--- src/rtl/div_radix2_pkg.sv ---
// Shared opcode layout, FSM states and helpers for the radix-2 divider.
// The same opcode constants are used by decode and md.
package div_radix2_pkg;

   localparam int DIV_OP_UNSIGNED = 0;
   localparam int DIV_OP_REM      = 1;
   localparam int DIV_OP_WORD     = 2;

   localparam logic [2:0] OP_DIV   = 3'b000;
   localparam logic [2:0] OP_DIVU  = 3'b001;
   localparam logic [2:0] OP_REM   = 3'b010;
   localparam logic [2:0] OP_REMU  = 3'b011;
   localparam logic [2:0] OP_DIVW  = 3'b100;
   localparam logic [2:0] OP_DIVUW = 3'b101;
   localparam logic [2:0] OP_REMW  = 3'b110;
   localparam logic [2:0] OP_REMUW = 3'b111;

   typedef enum logic [2:0] {
      ST_IDLE,
      ST_PREP,
      ST_ITER,
      ST_FIX,
      ST_DONE
   } state_t;

   function automatic logic [63:0] sext32(input logic [31:0] v);
      return {{32{v[31]}}, v};
   endfunction

endpackage

--- src/rtl/div_radix2_if.sv ---
// Request/response bundle between md's divider slot and the divider.
interface div_radix2_if;
   logic [63:0] operand1;
   logic [63:0] operand2;
   logic [2:0]  div_op;
   logic        req_valid;
   logic        req_ready;
   logic        resp_valid;
   logic [63:0] resp_result;

   modport master (
      output operand1, operand2, div_op, req_valid,
      input  req_ready, resp_valid, resp_result
   );

   modport slave (
      input  operand1, operand2, div_op, req_valid,
      output req_ready, resp_valid, resp_result
   );
endinterface

--- src/rtl/div_radix2.sv ---
// Iterative restoring divider for RV64M DIV/REM and W variants, one quotient bit per cycle.
// Latency: 67 cycles (64-bit), 35 (W), 2 for divide-by-zero/overflow; accepts only in IDLE.
module div_radix2
   import div_radix2_pkg::*;
#(
   parameter int XLEN = 64
) (
   input logic        clk,
   input logic        rst,
   div_radix2_if.slave bus
);

   state_t state, state_nxt;

   logic [XLEN-1:0] a_q, b_q;
   logic [2:0]      op_q;
   logic [XLEN-1:0] quo, rem, dvs, result_q;
   logic [6:0]      cnt;
   logic            q_neg, r_neg;

   // Operand conditioning, evaluated during PREP from the latched request
   logic            is_w, is_s;
   logic [XLEN-1:0] a_ext, b_ext, a_abs, b_abs, special_val;
   logic            a_neg, b_neg, div_zero, overflow;

   always_comb begin
      is_w  = op_q[DIV_OP_WORD];
      is_s  = !op_q[DIV_OP_UNSIGNED];
      a_ext = is_w ? (is_s ? sext32(a_q[31:0]) : {32'h0, a_q[31:0]}) : a_q;
      b_ext = is_w ? (is_s ? sext32(b_q[31:0]) : {32'h0, b_q[31:0]}) : b_q;
      a_neg = is_s && a_ext[XLEN-1];
      b_neg = is_s && b_ext[XLEN-1];
      a_abs = a_neg ? -a_ext : a_ext;
      b_abs = b_neg ? -b_ext : b_ext;
      div_zero = (b_ext == '0);
      overflow = is_s && (b_ext == '1) &&
                 (a_ext == (is_w ? 64'hFFFF_FFFF_8000_0000 : 64'h8000_0000_0000_0000));
      if (div_zero)
         special_val = op_q[DIV_OP_REM] ? (is_w ? sext32(a_q[31:0]) : a_q) : '1;
      else
         special_val = op_q[DIV_OP_REM] ? '0 : a_ext;
   end

   // Shift-and-trial-subtract step; bit XLEN of diff is the borrow
   logic [XLEN:0]   rem_sh, diff;

   always_comb begin
      rem_sh = {rem, quo[XLEN-1]};
      diff   = rem_sh - {1'b0, dvs};
   end

   logic [XLEN-1:0] q_fix, r_fix, sel, fix_val;

   always_comb begin
      q_fix   = q_neg ? -quo : quo;
      r_fix   = r_neg ? -rem : rem;
      sel     = op_q[DIV_OP_REM] ? r_fix : q_fix;
      fix_val = op_q[DIV_OP_WORD] ? sext32(sel[31:0]) : sel;
   end

   always_ff @(posedge clk or posedge rst) begin
      if (rst) state <= ST_IDLE;
      else     state <= state_nxt;
   end

   always_comb begin
      state_nxt = state;
      case (state)
         ST_IDLE: if (bus.req_valid) state_nxt = ST_PREP;
         ST_PREP: state_nxt = (div_zero || overflow) ? ST_DONE : ST_ITER;
         ST_ITER: if (cnt == 7'd1) state_nxt = ST_FIX;
         ST_FIX:  state_nxt = ST_DONE;
         ST_DONE: state_nxt = ST_IDLE;
         default: state_nxt = ST_IDLE;
      endcase
   end

   always_ff @(posedge clk or posedge rst) begin
      if (rst) begin
         a_q      <= '0;
         b_q      <= '0;
         op_q     <= '0;
         quo      <= '0;
         rem      <= '0;
         dvs      <= '0;
         cnt      <= '0;
         q_neg    <= 1'b0;
         r_neg    <= 1'b0;
         result_q <= '0;
      end else begin
         case (state)
            ST_IDLE: begin
               if (bus.req_valid) begin
                  a_q  <= bus.operand1;
                  b_q  <= bus.operand2;
                  op_q <= bus.div_op;
               end
            end
            ST_PREP: begin
               if (div_zero || overflow) begin
                  result_q <= special_val;
               end else begin
                  // W dividends start in the top half so the MSB-first shift sees them first
                  quo   <= is_w ? {a_abs[31:0], 32'h0} : a_abs;
                  rem   <= '0;
                  dvs   <= b_abs;
                  cnt   <= is_w ? 7'd32 : 7'd64;
                  q_neg <= a_neg ^ b_neg;
                  r_neg <= a_neg;
               end
            end
            ST_ITER: begin
               if (!diff[XLEN]) begin
                  rem <= diff[XLEN-1:0];
                  quo <= {quo[XLEN-2:0], 1'b1};
               end else begin
                  rem <= rem_sh[XLEN-1:0];
                  quo <= {quo[XLEN-2:0], 1'b0};
               end
               cnt <= cnt - 7'd1;
            end
            ST_FIX: result_q <= fix_val;
            default: ;
         endcase
      end
   end

   assign bus.req_ready   = (state == ST_IDLE);
   assign bus.resp_valid  = (state == ST_DONE);
   assign bus.resp_result = result_q;

endmodule
--- src/flat_wrapper.sv ---
// flat-port wrapper written by rule: the top's interface ports become plain ports
module div_radix2_flat import div_radix2_pkg::*;
#(
   parameter int XLEN = 64
)
  (clk, rst, bus_operand1, bus_operand2, bus_div_op, bus_req_valid, bus_req_ready, bus_resp_valid, bus_resp_result);
  div_radix2_if bus_i ();
  input logic clk;
  input logic rst;
  input wire logic [$bits(bus_i.operand1)-1:0] bus_operand1;
  input wire logic [$bits(bus_i.operand2)-1:0] bus_operand2;
  input wire logic [$bits(bus_i.div_op)-1:0] bus_div_op;
  input wire logic [$bits(bus_i.req_valid)-1:0] bus_req_valid;
  output wire logic [$bits(bus_i.req_ready)-1:0] bus_req_ready;
  output wire logic [$bits(bus_i.resp_valid)-1:0] bus_resp_valid;
  output wire logic [$bits(bus_i.resp_result)-1:0] bus_resp_result;
  assign bus_i.operand1 = bus_operand1;
  assign bus_i.operand2 = bus_operand2;
  assign bus_i.div_op = bus_div_op;
  assign bus_i.req_valid = bus_req_valid;
  assign bus_req_ready = bus_i.req_ready;
  assign bus_resp_valid = bus_i.resp_valid;
  assign bus_resp_result = bus_i.resp_result;
  div_radix2 #(.XLEN(XLEN)) u_core (.clk(clk), .rst(rst), .bus(bus_i));
endmodule
--- config.mk ---
export PLATFORM = sky130hd
export DESIGN_NAME = div_radix2_flat
export DESIGN_NICKNAME = d
export VERILOG_FILES = /design/src/rtl/div_radix2_pkg.sv /design/src/rtl/div_radix2_if.sv /design/src/rtl/div_radix2.sv /design/src/flat_wrapper.sv
export SDC_FILE = /design/constraint.sdc
export NUM_CORES = 2
export LEC_CHECK = 0
export ABC_AREA = 1
export BUFFER_PORTS_ARGS = -buffer_cell sky130_fd_sc_hd__buf_2
export CORE_MARGIN = 3
export CORE_UTILIZATION = 61
export CTS_BUF_LIST = sky130_fd_sc_hd__clkbuf_8
export CTS_CLUSTER_DIAMETER = 100
export DETAILED_ROUTE_END_ITERATION = 8
export GPL_TIMING_DRIVEN = 1
export PLACE_DENSITY = 0.8
export REMOVE_ABC_BUFFERS = 1
export SETUP_SLACK_MARGIN = 0.4
export SLEW_MARGIN = 30
export SYNTH_ARGS = -nofsm -noshare
export SYNTH_HDL_FRONTEND = slang
export SYNTH_SLANG_ARGS = --single-unit
--- constraint.sdc ---
create_clock -name clk -period 13.7 [get_ports clk]
set_input_delay 0.685 -clock clk [delete_from_list [all_inputs] [get_ports clk]]
set_output_delay 0.685 -clock clk [all_outputs]
set_load 0.05 [all_outputs]
==> metrics <==
Hold Path Class=in -> async; cell area after synthesis=34600 um^2; Async SR Flop Fraction=100%; final wirelength=142 mm; die height=244 um; Avg Inst Size Synth=5.87 um^2; area fraction in compound gates after synthesis=8.86%; Hold Vio Cnt, Final=0; Starting DRT DRC Count=5801; die area=59700 um^2; clk sinks=399; RSZ-0062 raised after global routing=false; core footprint=55600 um^2; first-pass GRT wire length=213 mm; vias in the first global route=36.6k; status=complete, no violations; leakage power total=0.0209 uW; detailed-route via count=40.7k; Post-CTS Resized=0; post-synth cell types=49; Post-Layout Cell Count=6793; Top Ports=200; Yosys reg bits=399; Layout fillers=5167; max frequency=176 MHz; CP max FO=78; Adder-Cell Fraction of Synth Area=2.62%; Nets=6198; GP Congestion=1.05; Max-Cap Viols=0; # hold bufs at CTS=0; EDFF count, synth=0; crit-path leading delay family=buffers and inverters; Worst Path Buf+Inv=8; max-slew violations=0; Setup Skew=0.0566 ns; root buf cell=clkbuf_8; Slew @ Worst Pin=1.08 ns; CP Launch Type=register; TNS Setup=0 ns; area post-placement=35800 um^2; Simple-Gate Fraction of Synth Area=44.2%; post-route ant nets=0; standard-cell rows=86; 1st-pass router iterations=8; share of cells above drive strength 1=6.97%; detailed placement HPWL=107 mm; # H-tree levels=3; DP Cell Count=6664; maximum vdd ir drop=222 uV; Post-Synth XOR/XNOR Area=3.49%; Min Hold Slack=0.0835 ns; largest net degree at the start of global routing=170; GRT overflow=0; Most used DFF post-synth=dfrtp_1; WL/cell=20.9 um; Final Power=9340 uW; Area Overhead vs Synth=7.82%; post-synthesis sequential area ratio=28.8%; Port Buffers=199; crit path time final=5.69 ns; CP endpoint kind=register; critical path data required time=14.27 ns; DIE WIDTH=244 um; Crit path top cell by count=nand2_1; Post-CTS Setup Inserts=0; Syn Inst Count=5903; Worst Path Class, Setup=reg -> reg; Largest stage delay, worst path=0.68 ns; Worst path slowest cell=buf_4; post-DR vias/cell=5.99; final instance area=37300 um^2; pwr/cell area=250 nW/um^2; Arrival @ worst endpoint=6.26 ns; initial core utilization=62.3%; Ys Warns=0; Clock Tree Buf Depth=3; period utilisation layout=41.5%; mux contribution to synthesized area=1.30%; Slew HR=27.1%; CTS tree=done; initial antenna violation count=8; largest family of logic cells by synthesized area=simple AND/OR/NAND/NOR gates; Final setup viols=0; Worst-path clk slew=0.06 ns; Clock Latency Late Sink=0.71 ns; crit-path cells=buf_4 -> inv_2 -> buf_4 -> nand2_1 -> nand2_1 -> nor2_1 -> nand2_1 -> inv_2 -> nand2_1 -> inv_1 -> nand4_4 -> buf_4 -> nand3_4 -> nand2_4 -> buf_4 -> clkinv_2 -> nand2_1 -> nand2_1; GRT Total Usage=46.2%; DRC viols=0; cts bufs inserted=73
==> flip-flops by register name, indices dropped and copies added, names as in the netlist <==
name                    flops
u_core.bus.resp_result     64
u_core.op_q                 3
u_core.q_neg                1
u_core.rem                 64
u_core.state                3
u_core.r_neg                1
u_core.dvs                 64
u_core.quo                 64
u_core.b_q                 64
u_core.a_q                 64
u_core.cnt                  7
==> cells in the final DEF, fill, tap and decap left out, drive strengths merged, types with 6 or more instances in the layout <==
cell type / n
a21oi: 252
a22oi: 6
a32o: 8
buf: 233
bufinv: 6
clkbuf: 85
clkinv: 14
dfrtp: 399
ha: 71
inv: 703
mux2: 40
nand2: 2164
nand3: 558
nand3b: 30
nand4: 71
nor2: 873
nor3: 44
o21ai: 289
o21bai: 9
o22ai: 14
or2: 6
xnor2: 38
xor2: 100
==> stage by stage <==
stage	util, %	setup WS (ns)
final	67.1	8.01
after global placement	64.3	8.40
after floorplan	-	1.92
after detailed placement	64.3	8.28
after global routing	67.1	7.66
after CTS	67.1	8.22
==> kinds of logic (layout without fill, tap and decap cells) <==
| kind of cell | Yosys count | count (layout) |
|---|---|---|
| adder cells (fa/ha/maj) | 72 | 72 |
| other | 0 | 4 |
| AO/OA/AOI/OAI | 589 | 589 |
| flip-flops | 399 | 399 |
| multiplexers | 40 | 40 |
| AND/OR/NAND/NOR | 3759 | 3759 |
| XOR/XNOR | 138 | 138 |
| buffers and inverters | 906 | 1044 |
==> path summary, 6_finish.rpt <==
path | slack (ns) | endpoint | depth (start not counted) | startpoint
max | 8.01 | u_core.bus.resp_result[10] | 18 | u_core.op_q[2]
min | 0.08 | u_core.dvs[22] | 2 | rst
max reg2reg | 8.01 | u_core.bus.resp_result[10] | 18 | u_core.op_q[2]
min reg2reg | 0.47 | u_core.bus.resp_result[8] | 2 | u_core.bus.resp_result[8]
max in group asynchronous | 11.71 | u_core.op_q[2] | 4 | rst
min in group clk | 0.22 | u_core.b_q[33] | 2 | bus_operand2[33]
==> worst register-to-register path: cells and delay by family (launching register included) <==
family,cells,cell delay (ns)
DFF,1,0.39
buffers and inverters,8,3.31
and+or+nand+nor,10,1.90
==> synth_stat cells, types with 8 or more instances <==
library cell | number | area, um^2
nand3_1 | 555 | 2780
inv_1 | 678 | 2540
nand3b_1 | 30 | 225
o21bai_1 | 9 | 67.6
nand4_1 | 69 | 432
nor3_1 | 43 | 215
buf_1 | 28 | 105
clkbuf_1 | 119 | 447
ha_1 | 71 | 888
nor2_1 | 866 | 3250
a21oi_1 | 252 | 1260
xnor2_1 | 38 | 333
dfrtp_1 | 399 | 9980
o21ai_0 | 285 | 1430
xor2_1 | 100 | 876
o22ai_1 | 14 | 87.6
a32o_1 | 8 | 80.1
buf_2 | 28 | 140
buf_6 | 27 | 304
buf_4 | 16 | 120
nand2_1 | 2160 | 8110
mux2_2 | 40 | 450
==> final cells by class <==
type | instances | area [um^2] | area share, %
multi-input cells | 4598 | 21000 | 56.2
flip-flops and latches | 399 | 9990 | 26.8
inverters | 687 | 2590 | 6.93
repair buffers | 233 | 1290 | 3.46
clock buffers | 85 | 1170 | 3.13
well taps | 748 | 936 | 2.51
clock inverters | 39 | 365 | 0.978
diodes | 4 | 10.0 | 0.0268
==> routing by layer <==
layer  wire, um  up-vias  GRT usage [%]
li1           -    18723              -
met1      55900    18553           63.9
met2      58100     2945           66.9
met3      20700      475           14.8
met4       6980        8           18.4
met5         49        -              0
==> report_power, final <==
group          switching (uW)  leakage [uW]  internal, uW
combinational            4350        0.0151          1560
sequential                537       0.00497          1640
clock                     575      0.000850           683
total                    5460        0.0209          3880
(Power assumes the default switching activity.)
